==> src/rtl/mesi_sector_controller.sv <==
// mesi_sector_controller: snoopy MESI controller for NUM_LINES sectors.
// A single CPU transaction FSM (IDLE/FILL/WAIT_INV) shares a per-line state
// array with an always-on snoop path and a one-deep write-back tracker.
// The state array stays in flops because every cycle needs simultaneous reads
// at the CPU index and the snoop index, plus up to three independent writes.
module mesi_sector_controller #(
  parameter int NUM_LINES = 16,
  parameter int IDX_W     = $clog2(NUM_LINES),
  parameter int NUM_PEERS = 1
) (
  input  logic             clk,
  input  logic             reset,
  input  logic             cpu_valid,
  output logic             cpu_ready,
  input  logic             cpu_write,
  input  logic [IDX_W-1:0] cpu_index,
  output logic             cpu_done,
  output logic             cpu_retry,
  output logic             fill_req,
  output logic [IDX_W-1:0] fill_index,
  input  logic             fill_done,
  input  logic             fill_abort,
  input  logic             bus_shared,
  output logic             inv_req,
  input  logic             inv_ack,
  input  logic             snoop_valid,
  input  logic             snoop_write,
  input  logic [IDX_W-1:0] snoop_index,
  output logic             snoop_hit,
  output logic             snoop_retry,
  output logic             wb_req,
  output logic [IDX_W-1:0] wb_index,
  input  logic             wb_done
);

  localparam int ACK_W = $clog2(NUM_PEERS + 1);

  typedef enum logic [1:0] {
    LINE_I = 2'd0,
    LINE_S = 2'd1,
    LINE_E = 2'd2,
    LINE_M = 2'd3
  } line_t;

  typedef enum logic [1:0] {
    ST_IDLE     = 2'd0,
    ST_FILL     = 2'd1,
    ST_WAIT_INV = 2'd2
  } fsm_t;

  // Per-line coherence state
  line_t line_reg [NUM_LINES];

  // Transaction FSM registers
  fsm_t             state_reg, state_next;
  logic             req_write_reg, req_write_next;
  logic [IDX_W-1:0] req_index_reg, req_index_next;
  logic [ACK_W-1:0] ack_cnt_reg, ack_cnt_next;
  logic             fill_req_reg, fill_req_next;
  logic             inv_req_reg, inv_req_next;
  logic             cpu_done_reg, cpu_done_next;
  logic             cpu_retry_reg, cpu_retry_next;

  // Snoop response and write-back registers
  logic             snoop_hit_reg, snoop_hit_next;
  logic             snoop_retry_reg, snoop_retry_next;
  logic             wb_req_reg;
  logic [IDX_W-1:0] wb_index_reg;
  logic             wb_inval_reg;
  logic             wb_start;

  // Line-array write ports (snoop has priority, then write-back, then CPU)
  logic             cpu_wr_en;
  logic [IDX_W-1:0] cpu_wr_idx;
  line_t            cpu_wr_val;
  logic             snp_wr_en;
  line_t            snp_wr_val;
  logic             wb_wr_en;
  line_t            wb_wr_val;

  line_t            cpu_line;
  line_t            snp_line;
  logic [ACK_W-1:0] ack_inc;

  assign cpu_line = line_reg[cpu_index];
  assign snp_line = line_reg[snoop_index];
  assign ack_inc  = ack_cnt_reg + ACK_W'(1);

  // Accept only when idle and no snoop races the same sector this cycle
  assign cpu_ready = (state_reg == ST_IDLE) && !reset &&
                     !(snoop_valid && (snoop_index == cpu_index));

  assign cpu_done    = cpu_done_reg;
  assign cpu_retry   = cpu_retry_reg;
  assign fill_req    = fill_req_reg;
  assign fill_index  = req_index_reg;
  assign inv_req     = inv_req_reg;
  assign snoop_hit   = snoop_hit_reg;
  assign snoop_retry = snoop_retry_reg;
  assign wb_req      = wb_req_reg;
  assign wb_index    = wb_index_reg;

  // Transaction FSM: next state, registered-output next values, CPU line writes
  always_comb begin
    state_next     = state_reg;
    req_write_next = req_write_reg;
    req_index_next = req_index_reg;
    ack_cnt_next   = ack_cnt_reg;
    fill_req_next  = fill_req_reg;
    inv_req_next   = 1'b0;
    cpu_done_next  = 1'b0;
    cpu_retry_next = 1'b0;
    cpu_wr_en      = 1'b0;
    cpu_wr_idx     = req_index_reg;
    cpu_wr_val     = LINE_I;
    case (state_reg)
      ST_IDLE: begin
        if (cpu_valid && cpu_ready) begin
          req_write_next = cpu_write;
          req_index_next = cpu_index;
          cpu_wr_idx     = cpu_index;
          case (cpu_line)
            LINE_I: begin
              fill_req_next = 1'b1;
              state_next    = ST_FILL;
            end
            LINE_S: begin
              if (cpu_write) begin
                inv_req_next = 1'b1;
                state_next   = ST_WAIT_INV;
              end else begin
                cpu_done_next = 1'b1;
              end
            end
            LINE_E: begin
              cpu_done_next = 1'b1;
              if (cpu_write) begin
                cpu_wr_en  = 1'b1;
                cpu_wr_val = LINE_M;
              end
            end
            default: cpu_done_next = 1'b1;
          endcase
        end
      end
      ST_FILL: begin
        if (fill_abort) begin
          // A peer owns the line Modified: give up and let the CPU reissue
          fill_req_next  = 1'b0;
          cpu_done_next  = 1'b1;
          cpu_retry_next = 1'b1;
          state_next     = ST_IDLE;
        end else if (fill_done) begin
          fill_req_next = 1'b0;
          cpu_wr_en     = 1'b1;
          if (req_write_reg) begin
            cpu_wr_val   = LINE_S;
            inv_req_next = 1'b1;
            state_next   = ST_WAIT_INV;
          end else begin
            cpu_wr_val    = bus_shared ? LINE_S : LINE_E;
            cpu_done_next = 1'b1;
            state_next    = ST_IDLE;
          end
        end
      end
      ST_WAIT_INV: begin
        if (snoop_valid && snoop_write && (snoop_index == req_index_reg)) begin
          // Another writer won the sector; the snoop path invalidates it
          cpu_done_next  = 1'b1;
          cpu_retry_next = 1'b1;
          ack_cnt_next   = '0;
          state_next     = ST_IDLE;
        end else if (inv_ack) begin
          if (ack_inc == ACK_W'(NUM_PEERS)) begin
            cpu_wr_en     = 1'b1;
            cpu_wr_val    = LINE_M;
            cpu_done_next = 1'b1;
            ack_cnt_next  = '0;
            state_next    = ST_IDLE;
          end else begin
            ack_cnt_next = ack_inc;
          end
        end
      end
      default: state_next = ST_IDLE;
    endcase
  end

  // FSM and CPU-side output registers
  always_ff @(posedge clk) begin
    if (reset) begin
      state_reg     <= ST_IDLE;
      req_write_reg <= 1'b0;
      req_index_reg <= '0;
      ack_cnt_reg   <= '0;
      fill_req_reg  <= 1'b0;
      inv_req_reg   <= 1'b0;
      cpu_done_reg  <= 1'b0;
      cpu_retry_reg <= 1'b0;
    end else begin
      state_reg     <= state_next;
      req_write_reg <= req_write_next;
      req_index_reg <= req_index_next;
      ack_cnt_reg   <= ack_cnt_next;
      fill_req_reg  <= fill_req_next;
      inv_req_reg   <= inv_req_next;
      cpu_done_reg  <= cpu_done_next;
      cpu_retry_reg <= cpu_retry_next;
    end
  end

  // Snoop evaluation: response, line downgrade and write-back launch
  always_comb begin
    snoop_hit_next   = 1'b0;
    snoop_retry_next = 1'b0;
    snp_wr_en        = 1'b0;
    snp_wr_val       = LINE_I;
    wb_start         = 1'b0;
    if (snoop_valid) begin
      case (snp_line)
        LINE_S: begin
          snoop_hit_next = 1'b1;
          if (snoop_write) begin
            snp_wr_en  = 1'b1;
            snp_wr_val = LINE_I;
          end
        end
        LINE_E: begin
          snoop_hit_next = 1'b1;
          snp_wr_en      = 1'b1;
          snp_wr_val     = snoop_write ? LINE_I : LINE_S;
        end
        LINE_M: begin
          // Dirty data must reach memory first; the line stays M until wb_done
          snoop_hit_next   = 1'b1;
          snoop_retry_next = 1'b1;
          wb_start         = !wb_req_reg;
        end
        default: ;
      endcase
    end
  end

  // Write-back completion downgrades the written-back line
  always_comb begin
    wb_wr_en  = wb_req_reg && wb_done;
    wb_wr_val = wb_inval_reg ? LINE_I : LINE_S;
  end

  // Snoop response and single outstanding write-back registers
  always_ff @(posedge clk) begin
    if (reset) begin
      snoop_hit_reg   <= 1'b0;
      snoop_retry_reg <= 1'b0;
      wb_req_reg      <= 1'b0;
      wb_index_reg    <= '0;
      wb_inval_reg    <= 1'b0;
    end else begin
      snoop_hit_reg   <= snoop_hit_next;
      snoop_retry_reg <= snoop_retry_next;
      if (wb_start) begin
        wb_req_reg   <= 1'b1;
        wb_index_reg <= snoop_index;
        wb_inval_reg <= snoop_write;
      end else if (wb_wr_en) begin
        wb_req_reg <= 1'b0;
      end
    end
  end

  // Per-line state update; write ports never legitimately collide, the
  // priority only pins down behaviour if they ever do
  generate
    for (genvar gi = 0; gi < NUM_LINES; gi++) begin : g_line
      always_ff @(posedge clk) begin
        if (reset) begin
          line_reg[gi] <= LINE_I;
        end else if (snp_wr_en && (snoop_index == IDX_W'(gi))) begin
          line_reg[gi] <= snp_wr_val;
        end else if (wb_wr_en && (wb_index_reg == IDX_W'(gi))) begin
          line_reg[gi] <= wb_wr_val;
        end else if (cpu_wr_en && (cpu_wr_idx == IDX_W'(gi))) begin
          line_reg[gi] <= cpu_wr_val;
        end
      end
    end
  endgenerate

endmodule

==> config.mk <==
export PLATFORM = sky130hd
export DESIGN_NAME = mesi_sector_controller
export DESIGN_NICKNAME = d
export VERILOG_FILES = /design/src/rtl/mesi_sector_controller.sv
export SDC_FILE = /design/constraint.sdc
export NUM_CORES = 1
export LEC_CHECK = 0
export ABC_AREA = 1
export BUFFER_PORTS_ARGS = -buffer_cell sky130_fd_sc_hd__buf_2
export CAP_MARGIN = 20
export CORE_ASPECT_RATIO = 0.6
export CORE_UTILIZATION = 25
export DETAILED_ROUTE_END_ITERATION = 7
export PLACE_DENSITY = 0.43
export REMOVE_ABC_BUFFERS = 1
export SYNTH_ARGS = -nofsm -noshare
export SYNTH_HDL_FRONTEND = slang
export SYNTH_SLANG_ARGS = --single-unit
==> constraint.sdc <==
create_clock -name clk -period 4 [get_ports clk]
set_input_delay 1 -clock clk [delete_from_list [all_inputs] [get_ports clk]]
set_output_delay 1 -clock clk [all_outputs]
set_load 0.02 [all_outputs]
==> flow_summary.json <==
{
  "synth_cells": 593,
  "cts_tree": "done",
  "synthFlopType": "edfxtp_1",
  "final-setup-viol-count": 0,
  "post-route-drc-count": 0,
  "critPathMaxStageDelay_ns": 0.24,
  "fp.coreArea_um2": 14800,
  "postRouteAntennaNets": 0,
  "maxCapViolations": 0,
  "start_kind": "input pin",
  "ff_latch_area_um2": 1340,
  "seq_area_frac_synth": 0.346,
  "first_global_vias": 3822,
  "grt_max_degree": 26,
  "synthAdderAreaFrac": 0.0258,
  "routed_wl_mm": 15.7,
  "synth-xor-area-share": 0.00226,
  "multi_input_area_um2": 2100,
  "finalCriticalPeriod_ns": 3.77,
  "antenna_found_initial": 0,
  "die_area_um2": 16000,
  "cts_root_buf": "clkbuf_16",
  "critPathArrivalTime_ns": 3.79,
  "synth-seq-cells": 51,
  "die-height_um": 98.5,
  "area_growth_pct": 17.3,
  "grtUsageTotal": 0.197,
  "path_max_fanout": 8,
  "die_w_um": 163,
  "skew_ns": 0.0121,
  "reg2reg_from": "line_reg[10][0]$_DFFE_PP_",
  "slew_violations": 0,
  "path_cells": "buf_2 -> inv_1 -> nor2_2 -> inv_1 -> o22ai_1 -> o21ai_0 -> nand4_1 -> inv_1 -> ha_1 -> nand2_1 -> nor2_1 -> inv_1 -> nor2_1 -> buf_4 -> nand2_1 -> nand2_1 -> nor2_1 -> nand3_1 -> nor2_1 -> nand2_1 -> nand2_1",
  "synthTopCellsByArea": "edfxtp_1 (25%), nand2_1 (14%), nor2_1 (11%)",
  "synth_top_family_by_area": "simple AND/OR/NAND/NOR gates",
  "ff2ff_setup_slack_ns": 0.97,
  "finalCritPeriodShare": 0.942,
  "start_util": 0.262,
  "vdd_drop_max_mv": 0.141,
  "async_flop_share": 0,
  "rsz0062_at_grt": "false",
  "io_pins": 35,
  "critPathMostFrequentCell": "nand2_1",
  "p_per_area_nw_per_um2": 369,
  "yosysWarnings": 0,
  "p_leak_uw": 0.00213,
  "post_route_cells_drive_above_1_share": 0.152,
  "cp_slowest_cell": "ha_1",
  "cts.reportedPaths.clkPinSlew_ns": 0.08,
  "num_vias": 4240,
  "outcome": "finished clean",
  "reg2reg_depth": 18,
  "grt_overflow": 0,
  "drt-pass1-iter-count": 6,
  "drtIter0Drc": 372,
  "clock_latency_ns": 0.31,
  "grt_pass1_wl_mm": 23.4,
  "cp-startpoint": "snoop_index[0]",
  "gp_congestion": 0.965,
  "cts_buffers": 5,
  "ys_types": 37,
  "synthSimpleGateAreaFrac": 0.378,
  "tightestPinTransition_ns": 0.530,
  "worstReg2RegEnd": "line_reg[2][0]$_DFFE_PP_",
  "io_buffer_count": 34,
  "hold_ws_ns": 0.516,
  "slew_headroom": 0.646,
  "critPathCaptureType": "register",
  "critical_path_class": "in2reg",
  "synth_top_area_frac": 0.248,
  "largest_register_ff_count": 32,
  "n_fill_cell": 1661,
  "synth-compound-area-share": 0.134,
  "crit_end": "line_reg[2][0]$_DFFE_PP_",
  "final_nets": 670,
  "syn_avg_cell_area_um2": 6.54,
  "h-tree-depth": 2,
  "fin_util": 0.307,
  "muxShareOfSynthArea": 0,
  "hpwl_mm": 12.6,
  "post_cts_buffers": 0,
  "rows": 34,
  "numClockSinks": 51,
  "hp-class": "reg2reg",
  "cts_max_path_buffers": 2,
  "synth_area_um2": 3880,
  "synth_edf_count": 32,
  "antenna_cells": 0,
  "max_freq_mhz": 265,
  "drt-vias-per-instance": 5.04,
  "cts_resized": 0,
  "routedWlPerCell_um": 18.6,
  "hold_violations": 0,
  "required_ns": 4.03,
  "synth_top_cell_by_area": "edfxtp_1",
  "cts_hold_buf": 0
}
==> logic make-up (layout without fill, tap and decap cells) <==
kind of cell               count (synthesis)  count (layout)
adders and majority gates                  8               8
and+or+nand+nor                          343             343
xor gates and xnor gates                   1               1
buffers and inverters                    106             157
DFF                                       51              51
AOI/OAI and AO/OA                         84              84
==> layout make-up <==
cell class                 count  area share
multi-input combinational    436       0.462
timing repair buffer          61      0.0820
clock inverter                 3     0.00578
inverter                      88      0.0732
tap                          198      0.0545
sequential                    51       0.295
clock buffer                   5      0.0275
==> worst min path at each step <==
stage / startpoint / endpoint / slack [ns] / cells after the start
floorplan: req_write_reg$_SDFFE_PP0P_ / inv_req$_SDFF_PP0_ / 0.48 / 2
global route: fill_req$_SDFFE_PP0P_ / fill_req$_SDFFE_PP0P_ / 0.53 / 2
finish: fill_req$_SDFFE_PP0P_ / fill_req$_SDFFE_PP0P_ / 0.52 / 2
global placement: fill_req$_SDFFE_PP0P_ / fill_req$_SDFFE_PP0P_ / 0.47 / 2
CTS: fill_req$_SDFFE_PP0P_ / fill_req$_SDFFE_PP0P_ / 0.52 / 2
detailed placement: fill_req$_SDFFE_PP0P_ / fill_req$_SDFFE_PP0P_ / 0.50 / 2
==> Yosys cell counts (7+ instances only) <==
| cell | count |
|---|---|
| a21oi_1 | 15 |
| a41oi_1 | 7 |
| clkbuf_1 | 7 |
| dfxtp_1 | 19 |
| edfxtp_1 | 32 |
| ha_1 | 8 |
| inv_1 | 81 |
| nand2_1 | 143 |
| nand3_1 | 56 |
| nand4_1 | 7 |
| nor2_1 | 109 |
| o21ai_0 | 22 |
| o21ai_1 | 9 |
| o22ai_1 | 15 |
==> stage by stage <==
| stage | setup WS, ns | area [µm²] | total power, µW | std cells | TNS [ns] |
|---|---|---|---|---|---|
| final | 0.233 | 4550 | 1680 | 842 | 0 |
| after global routing | 0.0128 | 4550 | 1760 | 842 | 0 |
| after CTS | 0.143 | 4540 | 1670 | 842 | 0 |
| after detailed placement | -0.165 | 4390 | 1210 | 834 | -0.797 |
| after global placement | -0.239 | 4390 | 1210 | 834 | -5.20 |
| after floorplan | 0.825 | 3770 | 982 | 575 | 0 |
==> cells in the final DEF, fill, tap and decap left out, drive strengths merged <==
cell type and count:
or2 1, inv 91, edfxtp 32, a21oi 16, o22ai 15, and2 1
and3 1, ha 8, a22oi 1, nor2 113, nand3 60, buf 61
o221ai 1, a31oi 4, a41oi 7, a32oi 4, nor4 4, a211oi 1
clkbuf 5, nand2 150, o21ai 34, o211ai 1, xor2 1, dfxtp 19
nor3 6, nand4 7
==> worst max-delay path: cells and delay by family <==
family                     cells  cell delay, ns
AOI/OAI and AO/OA              2            0.32
buffers and inverters          6            0.95
and+or+nand+nor               12            1.27
adders and majority gates      1            0.24
==> report_power, final <==
group	internal, µW	switching, µW
combinational	165	406
sequential	600	34.6
clock	240	233
total	1010	674
==> metal layers <==
layer,part of all wire,global-route usage,vias up
li1,-,-,2044
met2,0.36,0.252,217
met5,0,0,-
met1,0.54,0.328,1965
met4,0.0047,0.0223,0
met3,0.092,0.0434,14
Power figures use the tool's default switching activity.
